File: src/rtl/bb_master_arbiter_pkg.sv
// Shared types and default sizes for the Blackbone bus master arbiter.
// The state enum is shared so that the RTL and any debug tooling agree on names.
package bb_master_arbiter_pkg;

    localparam int BB_NREQ = 4;
    localparam int BB_AW   = 8;
    localparam int BB_DW   = 32;

    typedef enum logic [1:0] {
        IDLE    = 2'd0,
        SETUP   = 2'd1,
        ENABLE  = 2'd2,
        CAPTURE = 2'd3
    } bb_mst_st_t;

    // Next index after cur, wrapping modulo n.
    function automatic int unsigned bb_wrap_add(input int unsigned cur, input int unsigned k,
                                                input int unsigned n);
        return (cur + k) % n;
    endfunction

endpackage

File: src/rtl/bb_master_arbiter_if.sv
// Requester-side handshake and peripheral bus grouped into one bundle.
// The master modport is the arbiter's view; slave is the environment's view.
interface bb_master_arbiter_if
    import bb_master_arbiter_pkg::*;
#(
    parameter int NREQ = BB_NREQ,
    parameter int AW   = BB_AW,
    parameter int DW   = BB_DW
);

    logic [NREQ-1:0]    req_valid;
    logic [NREQ-1:0]    req_we;
    logic [NREQ*AW-1:0] req_addr;
    logic [NREQ*DW-1:0] req_wdata;
    logic [NREQ-1:0]    req_ack;
    logic [DW-1:0]      req_rdata;
    logic               busy;

    logic [AW-1:0]      per_addr;
    logic               per_we;
    logic               per_en;
    logic [DW-1:0]      per_din;
    logic [DW-1:0]      per_dout;

    modport master (
        input  req_valid, req_we, req_addr, req_wdata, per_dout,
        output req_ack, req_rdata, busy, per_addr, per_we, per_en, per_din
    );

    modport slave (
        output req_valid, req_we, req_addr, req_wdata, per_dout,
        input  req_ack, req_rdata, busy, per_addr, per_we, per_en, per_din
    );

endinterface

File: src/rtl/bb_master_arbiter_rr.sv
// Combinational round-robin picker: first asserted request after ptr_i, wrapping.
module bb_rr_arbiter
    import bb_master_arbiter_pkg::*;
#(
    parameter  int NREQ = BB_NREQ,
    localparam int IW   = $clog2(NREQ)
) (
    input  logic [NREQ-1:0] req_i,
    input  logic [IW-1:0]   ptr_i,
    output logic            gnt_valid_o,
    output logic [IW-1:0]   gnt_idx_o
);

    always_comb begin
        int unsigned cand;
        gnt_valid_o = 1'b0;
        gnt_idx_o   = '0;
        cand        = 0;
        // Walk from farthest to nearest so the nearest requester after ptr wins.
        for (int k = NREQ; k >= 1; k--) begin
            cand = bb_wrap_add(int'(ptr_i), k, NREQ);
            if (req_i[cand]) begin
                gnt_valid_o = 1'b1;
                gnt_idx_o   = IW'(cand);
            end
        end
    end

endmodule

File: src/rtl/bb_master_arbiter.sv
// Round-robin bus master: serialises requester transactions onto the two-phase
// Blackbone peripheral bus, staying in step with the slave's free-running phase.
module bb_master_arbiter
    import bb_master_arbiter_pkg::*;
#(
    parameter  int NREQ = BB_NREQ,
    parameter  int AW   = BB_AW,
    parameter  int DW   = BB_DW,
    localparam int IW   = $clog2(NREQ)
) (
    input  logic              mclk,
    input  logic              mrst,
    bb_master_arbiter_if.master bus
);

    bb_mst_st_t      st_q, st_d;
    logic            slv_setup_q;
    logic            slv_setup_nxt;
    logic [IW-1:0]   rr_ptr_q, rr_ptr_d;
    logic [IW-1:0]   idx_q, idx_d;
    logic [AW-1:0]   per_addr_q, per_addr_d;
    logic            per_we_q, per_we_d;
    logic            per_en_q, per_en_d;
    logic [DW-1:0]   per_din_q, per_din_d;
    logic [NREQ-1:0] ack_q, ack_d;
    logic [DW-1:0]   rdata_q, rdata_d;

    logic [NREQ-1:0] req_eff;
    logic            gnt_valid;
    logic [IW-1:0]   gnt_idx;

    // The slave leaves SETUP on any cycle it sees per_en low, so it idles by toggling.
    assign slv_setup_nxt = slv_setup_q ? per_en_q : 1'b1;

    // A requester still shows valid during its own ack cycle; keep it out of that decision.
    assign req_eff = bus.req_valid & ~ack_q;

    bb_rr_arbiter #(.NREQ(NREQ)) u_rr (
        .req_i       (req_eff),
        .ptr_i       (rr_ptr_q),
        .gnt_valid_o (gnt_valid),
        .gnt_idx_o   (gnt_idx)
    );

    always_comb begin
        st_d       = st_q;
        rr_ptr_d   = rr_ptr_q;
        idx_d      = idx_q;
        per_addr_d = per_addr_q;
        per_we_d   = per_we_q;
        per_en_d   = per_en_q;
        per_din_d  = per_din_q;
        ack_d      = '0;
        rdata_d    = rdata_q;
        unique case (st_q)
            IDLE: begin
                per_en_d = 1'b0;
                if (gnt_valid && slv_setup_nxt) begin
                    idx_d      = gnt_idx;
                    rr_ptr_d   = gnt_idx;
                    per_addr_d = bus.req_addr[gnt_idx*AW +: AW];
                    per_we_d   = bus.req_we[gnt_idx];
                    per_din_d  = bus.req_wdata[gnt_idx*DW +: DW];
                    st_d       = SETUP;
                end
            end
            SETUP: begin
                per_en_d = 1'b1;
                st_d     = ENABLE;
            end
            ENABLE: begin
                per_en_d = 1'b0;
                if (per_we_q) begin
                    ack_d[idx_q] = 1'b1;
                    st_d         = IDLE;
                end else begin
                    st_d = CAPTURE;
                end
            end
            CAPTURE: begin
                rdata_d      = bus.per_dout;
                ack_d[idx_q] = 1'b1;
                st_d         = IDLE;
            end
            default: st_d = IDLE;
        endcase
    end

    always_ff @(posedge mclk or negedge mrst) begin
        if (!mrst) begin
            st_q        <= IDLE;
            slv_setup_q <= 1'b1;
            rr_ptr_q    <= IW'(NREQ - 1);
            idx_q       <= '0;
            per_addr_q  <= '0;
            per_we_q    <= 1'b0;
            per_en_q    <= 1'b0;
            per_din_q   <= '0;
            ack_q       <= '0;
            rdata_q     <= '0;
        end else begin
            st_q        <= st_d;
            slv_setup_q <= slv_setup_nxt;
            rr_ptr_q    <= rr_ptr_d;
            idx_q       <= idx_d;
            per_addr_q  <= per_addr_d;
            per_we_q    <= per_we_d;
            per_en_q    <= per_en_d;
            per_din_q   <= per_din_d;
            ack_q       <= ack_d;
            rdata_q     <= rdata_d;
        end
    end

    assign bus.busy      = (st_q != IDLE);
    assign bus.per_addr  = per_addr_q;
    assign bus.per_we    = per_we_q;
    assign bus.per_en    = per_en_q;
    assign bus.per_din   = per_din_q;
    assign bus.req_ack   = ack_q;
    assign bus.req_rdata = rdata_q;

endmodule

File: src/flat_wrapper.sv
// flat-port wrapper written by rule: the top's interface ports become plain ports
module bb_master_arbiter_flat import bb_master_arbiter_pkg::*;
#(
    parameter  int NREQ = BB_NREQ,
    parameter  int AW   = BB_AW,
    parameter  int DW   = BB_DW,
    localparam int IW   = $clog2(NREQ)
)
  (mclk, mrst, bus_req_valid, bus_req_we, bus_req_addr, bus_req_wdata, bus_per_dout, bus_req_ack, bus_req_rdata, bus_busy, bus_per_addr, bus_per_we, bus_per_en, bus_per_din);
  bb_master_arbiter_if #(.NREQ(NREQ), .AW(AW), .DW(DW)) bus_i ();
  input  logic mclk;
  input  logic mrst;
  input wire logic [$bits(bus_i.req_valid)-1:0] bus_req_valid;
  input wire logic [$bits(bus_i.req_we)-1:0] bus_req_we;
  input wire logic [$bits(bus_i.req_addr)-1:0] bus_req_addr;
  input wire logic [$bits(bus_i.req_wdata)-1:0] bus_req_wdata;
  input wire logic [$bits(bus_i.per_dout)-1:0] bus_per_dout;
  output wire logic [$bits(bus_i.req_ack)-1:0] bus_req_ack;
  output wire logic [$bits(bus_i.req_rdata)-1:0] bus_req_rdata;
  output wire logic [$bits(bus_i.busy)-1:0] bus_busy;
  output wire logic [$bits(bus_i.per_addr)-1:0] bus_per_addr;
  output wire logic [$bits(bus_i.per_we)-1:0] bus_per_we;
  output wire logic [$bits(bus_i.per_en)-1:0] bus_per_en;
  output wire logic [$bits(bus_i.per_din)-1:0] bus_per_din;
  assign bus_i.req_valid = bus_req_valid;
  assign bus_i.req_we = bus_req_we;
  assign bus_i.req_addr = bus_req_addr;
  assign bus_i.req_wdata = bus_req_wdata;
  assign bus_i.per_dout = bus_per_dout;
  assign bus_req_ack = bus_i.req_ack;
  assign bus_req_rdata = bus_i.req_rdata;
  assign bus_busy = bus_i.busy;
  assign bus_per_addr = bus_i.per_addr;
  assign bus_per_we = bus_i.per_we;
  assign bus_per_en = bus_i.per_en;
  assign bus_per_din = bus_i.per_din;
  bb_master_arbiter #(.NREQ(NREQ), .AW(AW), .DW(DW)) u_core (.mclk(mclk), .mrst(mrst), .bus(bus_i));
endmodule
File: config.mk
export PLATFORM = sky130hd
export DESIGN_NAME = bb_master_arbiter_flat
export DESIGN_NICKNAME = d
export VERILOG_FILES = /design/src/rtl/bb_master_arbiter_pkg.sv /design/src/rtl/bb_master_arbiter_if.sv /design/src/rtl/bb_master_arbiter_rr.sv /design/src/rtl/bb_master_arbiter.sv /design/src/flat_wrapper.sv
export SDC_FILE = /design/constraint.sdc
export NUM_CORES = 1
export LEC_CHECK = 0
export BUFFER_PORTS_ARGS = -buffer_cell sky130_fd_sc_hd__buf_2
export CAP_MARGIN = 5
export CORE_AREA = 2 2 108 110
export DETAILED_ROUTE_END_ITERATION = 12
export DIE_AREA = 0 0 110 112
export PLACE_DENSITY = 0.74
export SYNTH_ARGS = -nofsm -noshare
export SYNTH_HDL_FRONTEND = slang
export SYNTH_HIERARCHICAL = 1
export SYNTH_SLANG_ARGS = --single-unit
File: constraint.sdc
create_clock -name mclk -period 4 [get_ports mclk]
set_input_delay 0.8 -clock mclk [delete_from_list [all_inputs] [get_ports mclk]]
set_output_delay 0.8 -clock mclk [all_outputs]
set_load 0.05 [all_outputs]
==> impl_metrics.yaml <==
status:
  outcome: "completed"
finish:
  stdcell_count: 680
  n_fill_cell: 943
  design_area_um2: 6100
  drive_gt1_share_pct: 79.0
  fin_nets: 735
  area_growth_pct: 43.7
  antenna_cells: 0
drt:
  wire_per_inst_um: 15.7
  first_iter_violations: 89
  drtPass1Iterations: 4
  drtAntennaViolNets: 0
  routed_wl_mm: 10.7
  vias: 3310
  drc: 0
  vias_per_cell: 4.87
sta:
  min_period_ns: 2.71
  hold_viol_final: 0
  fin_skew_ns: 0.0105
  finalMaxSlewViolations: 0
  worst_pin_slew_ns: 1.24
  finalSetupViolations: 0
  fin_tns_setup_ns: 0
  hold_ws_ns: 0.488
  period_share_pct: 67.8
  max_freq_ghz: 0.369
  rsz0062_at_grt: "no"
  relSlewSlack_pct: 17.3
clock_network:
  numCtsBuffers: 9
  path_clk_slew_ns: 0.06
  ctsResizeCount: 0
  clockBufferDepth: 2
  tritoncts_num_sinks: 85
  holdBufCountCts: 0
  htree_num_levels: 3
  root_buffer: "clkbuf_16"
  post_cts_buffers: 0
  cts_tree: "done"
  clock_latency_ns: 0.33
logic_synthesis:
  synth_seq_cells: 85
  ys_warn_count: 6
  synth_top_area_share_pct: 48.3
  ys_top_cells_by_count: "dfrtp_1, mux2_2, mux4_2, buf_2, buf_6"
  synthArstFlopShare_pct: 100
  synth_edf_count: 0
  synth.net_count: 457
  ys_seq_area_share_pct: 50.2
  synth.most_common_cell: "dfrtp_1"
  synth.distinct_cells: 23
  postSynthCellCount: 255
  synth.top_cells.by_area: "dfrtp_1, mux4_2, mux2_2"
  syn_avg_cell_area_um2: 16.6
  yosysTopAreaCell: "dfrtp_1"
  netlist_area_um2: 4240
  synthFlopType: "dfrtp_1"
run:
  drv_cap: 0
placed_design:
  dp_hpwl_mm: 8.42
  place_area_um2: 5760
  gp_congestion: 0.847
  placedCellCount: 665
  io_buffers: 280
worst_setup_path:
  cp.required_ns: 4.21
  cp_cell_sequence: "buf_2 -> nor2b_1 -> a31oi_1 -> a21oi_4 -> buf_4 -> mux4_2 -> mux2_2"
  worstPathMaxFanout: 27
  criticalPathCategory: "in2reg"
  cp_data_arrival_time_ns: 2.92
  start_kind: "input pin"
  cp_slowest_cell: "a21oi_4"
  crit_family: "compound AO/OA/AOI/OAI gates"
  critPathBufInv: 2
  end_kind: "flop"
  cpPeakStageDelay_ns: 0.50
pwr:
  ir_drop_v: 0.000559
  powerDensity_nw_per_um2: 1010
  leakage_nw: 2.96
die:
  ios: 281
  num_rows: 39
  die_h_um: 112
  core_um2: 11200
  initial_core_util_pct: 38.0
  fp.dieW_um: 110
  die_area_um2: 12300
grt:
  grt_usage_pct: 17.4
  grt_pass1_vias: 3408
  grt_max_degree: 86
  grt_pass1_wl_mm: 16.4
  antenna_found_initial: 0
  grt.overflow.total: 0
min_path:
  hp-class: "reg2reg"
-- registers in the layout, indices dropped and copies added (netlist names) --
name	cells
u_core/bus.per_din	32
u_core/rr_ptr_q	2
u_core/slv_setup_q	1
u_core/bus.req_ack	4
u_core/idx_q	2
u_core/st_q	2
u_core/bus.per_addr	8
u_core/bus.req_rdata	32
u_core/bus.per_en	1
u_core/bus.per_we	1
-- cell usage in the layout (no fill, tap or decap) --
master / netlist / routed
and4b_1: 1 / 1
clkbuf_8: 0 / 3
buf_2: 11 / 279
mux2_2: 77 / 77
a31oi_1: 1 / 1
nor3b_1: 2 / 2
inv_1: 4 / 4
dfrtp_1: 82 / 82
a21oi_1: 3 / 2
buf_4: 0 / 5
mux4_2: 41 / 41
a21oi_2: 1 / 1
nor2_1: 4 / 4
dfstp_2: 3 / 3
o21ai_0: 2 / 2
nand2b_1: 4 / 4
o221ai_4: 0 / 1
bufinv_16: 0 / 2
a21oi_4: 0 / 1
clkinvlp_4: 0 / 1
nand2_1: 4 / 4
mux2i_1: 1 / 1
clkbuf_16: 0 / 9
and2b_1: 1 / 1
nand3_2: 1 / 1
nor2b_1: 4 / 4
nor3_1: 1 / 1
-- path summary, 6_finish.rpt --
check                      slack [ns]                  start                  endpoint  depth (start not counted)
setup / recovery                 1.29       bus_req_valid[3]     u_core/bus.per_din[7]                          7
hold / removal                   0.49        u_core/idx_q[1]     u_core/bus.req_ack[0]                          1
setup reg to reg                 1.46  u_core/bus.req_ack[3]     u_core/bus.per_din[7]                          6
hold reg to reg                  0.49        u_core/idx_q[1]     u_core/bus.req_ack[0]                          1
max in group asynchronous        2.68                   mrst     u_core/bus.per_din[9]                          1
min in group asynchronous        0.65                   mrst  u_core/bus.req_rdata[29]                          1
-- layer usage --
layer  up-vias  track usage, %  wire (um)
met5         -               0          0
met1      1594            19.0       3980
li1       1530               -          -
met2       172            32.7       5730
met3        14            3.22        824
met4         0            6.16        178
-- per-stage QoR --
step           util, %  worst slack (ns)  power, mW
5_1_grt           54.6              1.16       6.51
3_3_place_gp      51.6              1.03       5.23
4_1_cts           54.6              1.32       6.25
3_5_place_dp      51.6             0.962       5.33
2_1_floorplan        -              1.42       4.53
6_report          54.6              1.29       6.16
-- layout make-up --
| type | instances | area (um2) | area share (%) |
|---|---|---|---|
| well taps | 143 | 179 | 2.93 |
| inverters | 4 | 15.0 | 0.246 |
| clock inverters | 3 | 67.6 | 1.11 |
| clock buffers | 12 | 267 | 4.37 |
| multi-input cells | 149 | 2010 | 32.9 |
| flip-flops and latches | 85 | 2130 | 34.9 |
| repair buffers | 284 | 1430 | 23.5 |
-- worst reg2reg max path, cell delays in order, from the launching register on --
cell and delay (ns):
dfrtp_1 0.38, nor2b_1 0.22, a31oi_1 0.19, a21oi_4 0.50
buf_4 0.46, mux4_2 0.40, mux2_2 0.27
-- power breakdown --
group          switching (mW)  internal, mW
logic                    2.32          1.39
clock network           0.313         0.594
registers               0.227          1.32
-- cell families (layout without fill, tap and decap cells) --
| logic type | Yosys count | after routing | synth area share, % |
|---|---|---|---|
| muxes | 119 | 119 | 42.4 |
| and+or+nand+nor | 22 | 22 | 3.01 |
| DFF | 85 | 85 | 50.2 |
| AOI/OAI and AO/OA | 8 | 8 | 1.30 |
| buffers and inverters | 21 | 303 | 3.07 |
Power figures use the tool's default switching activity.
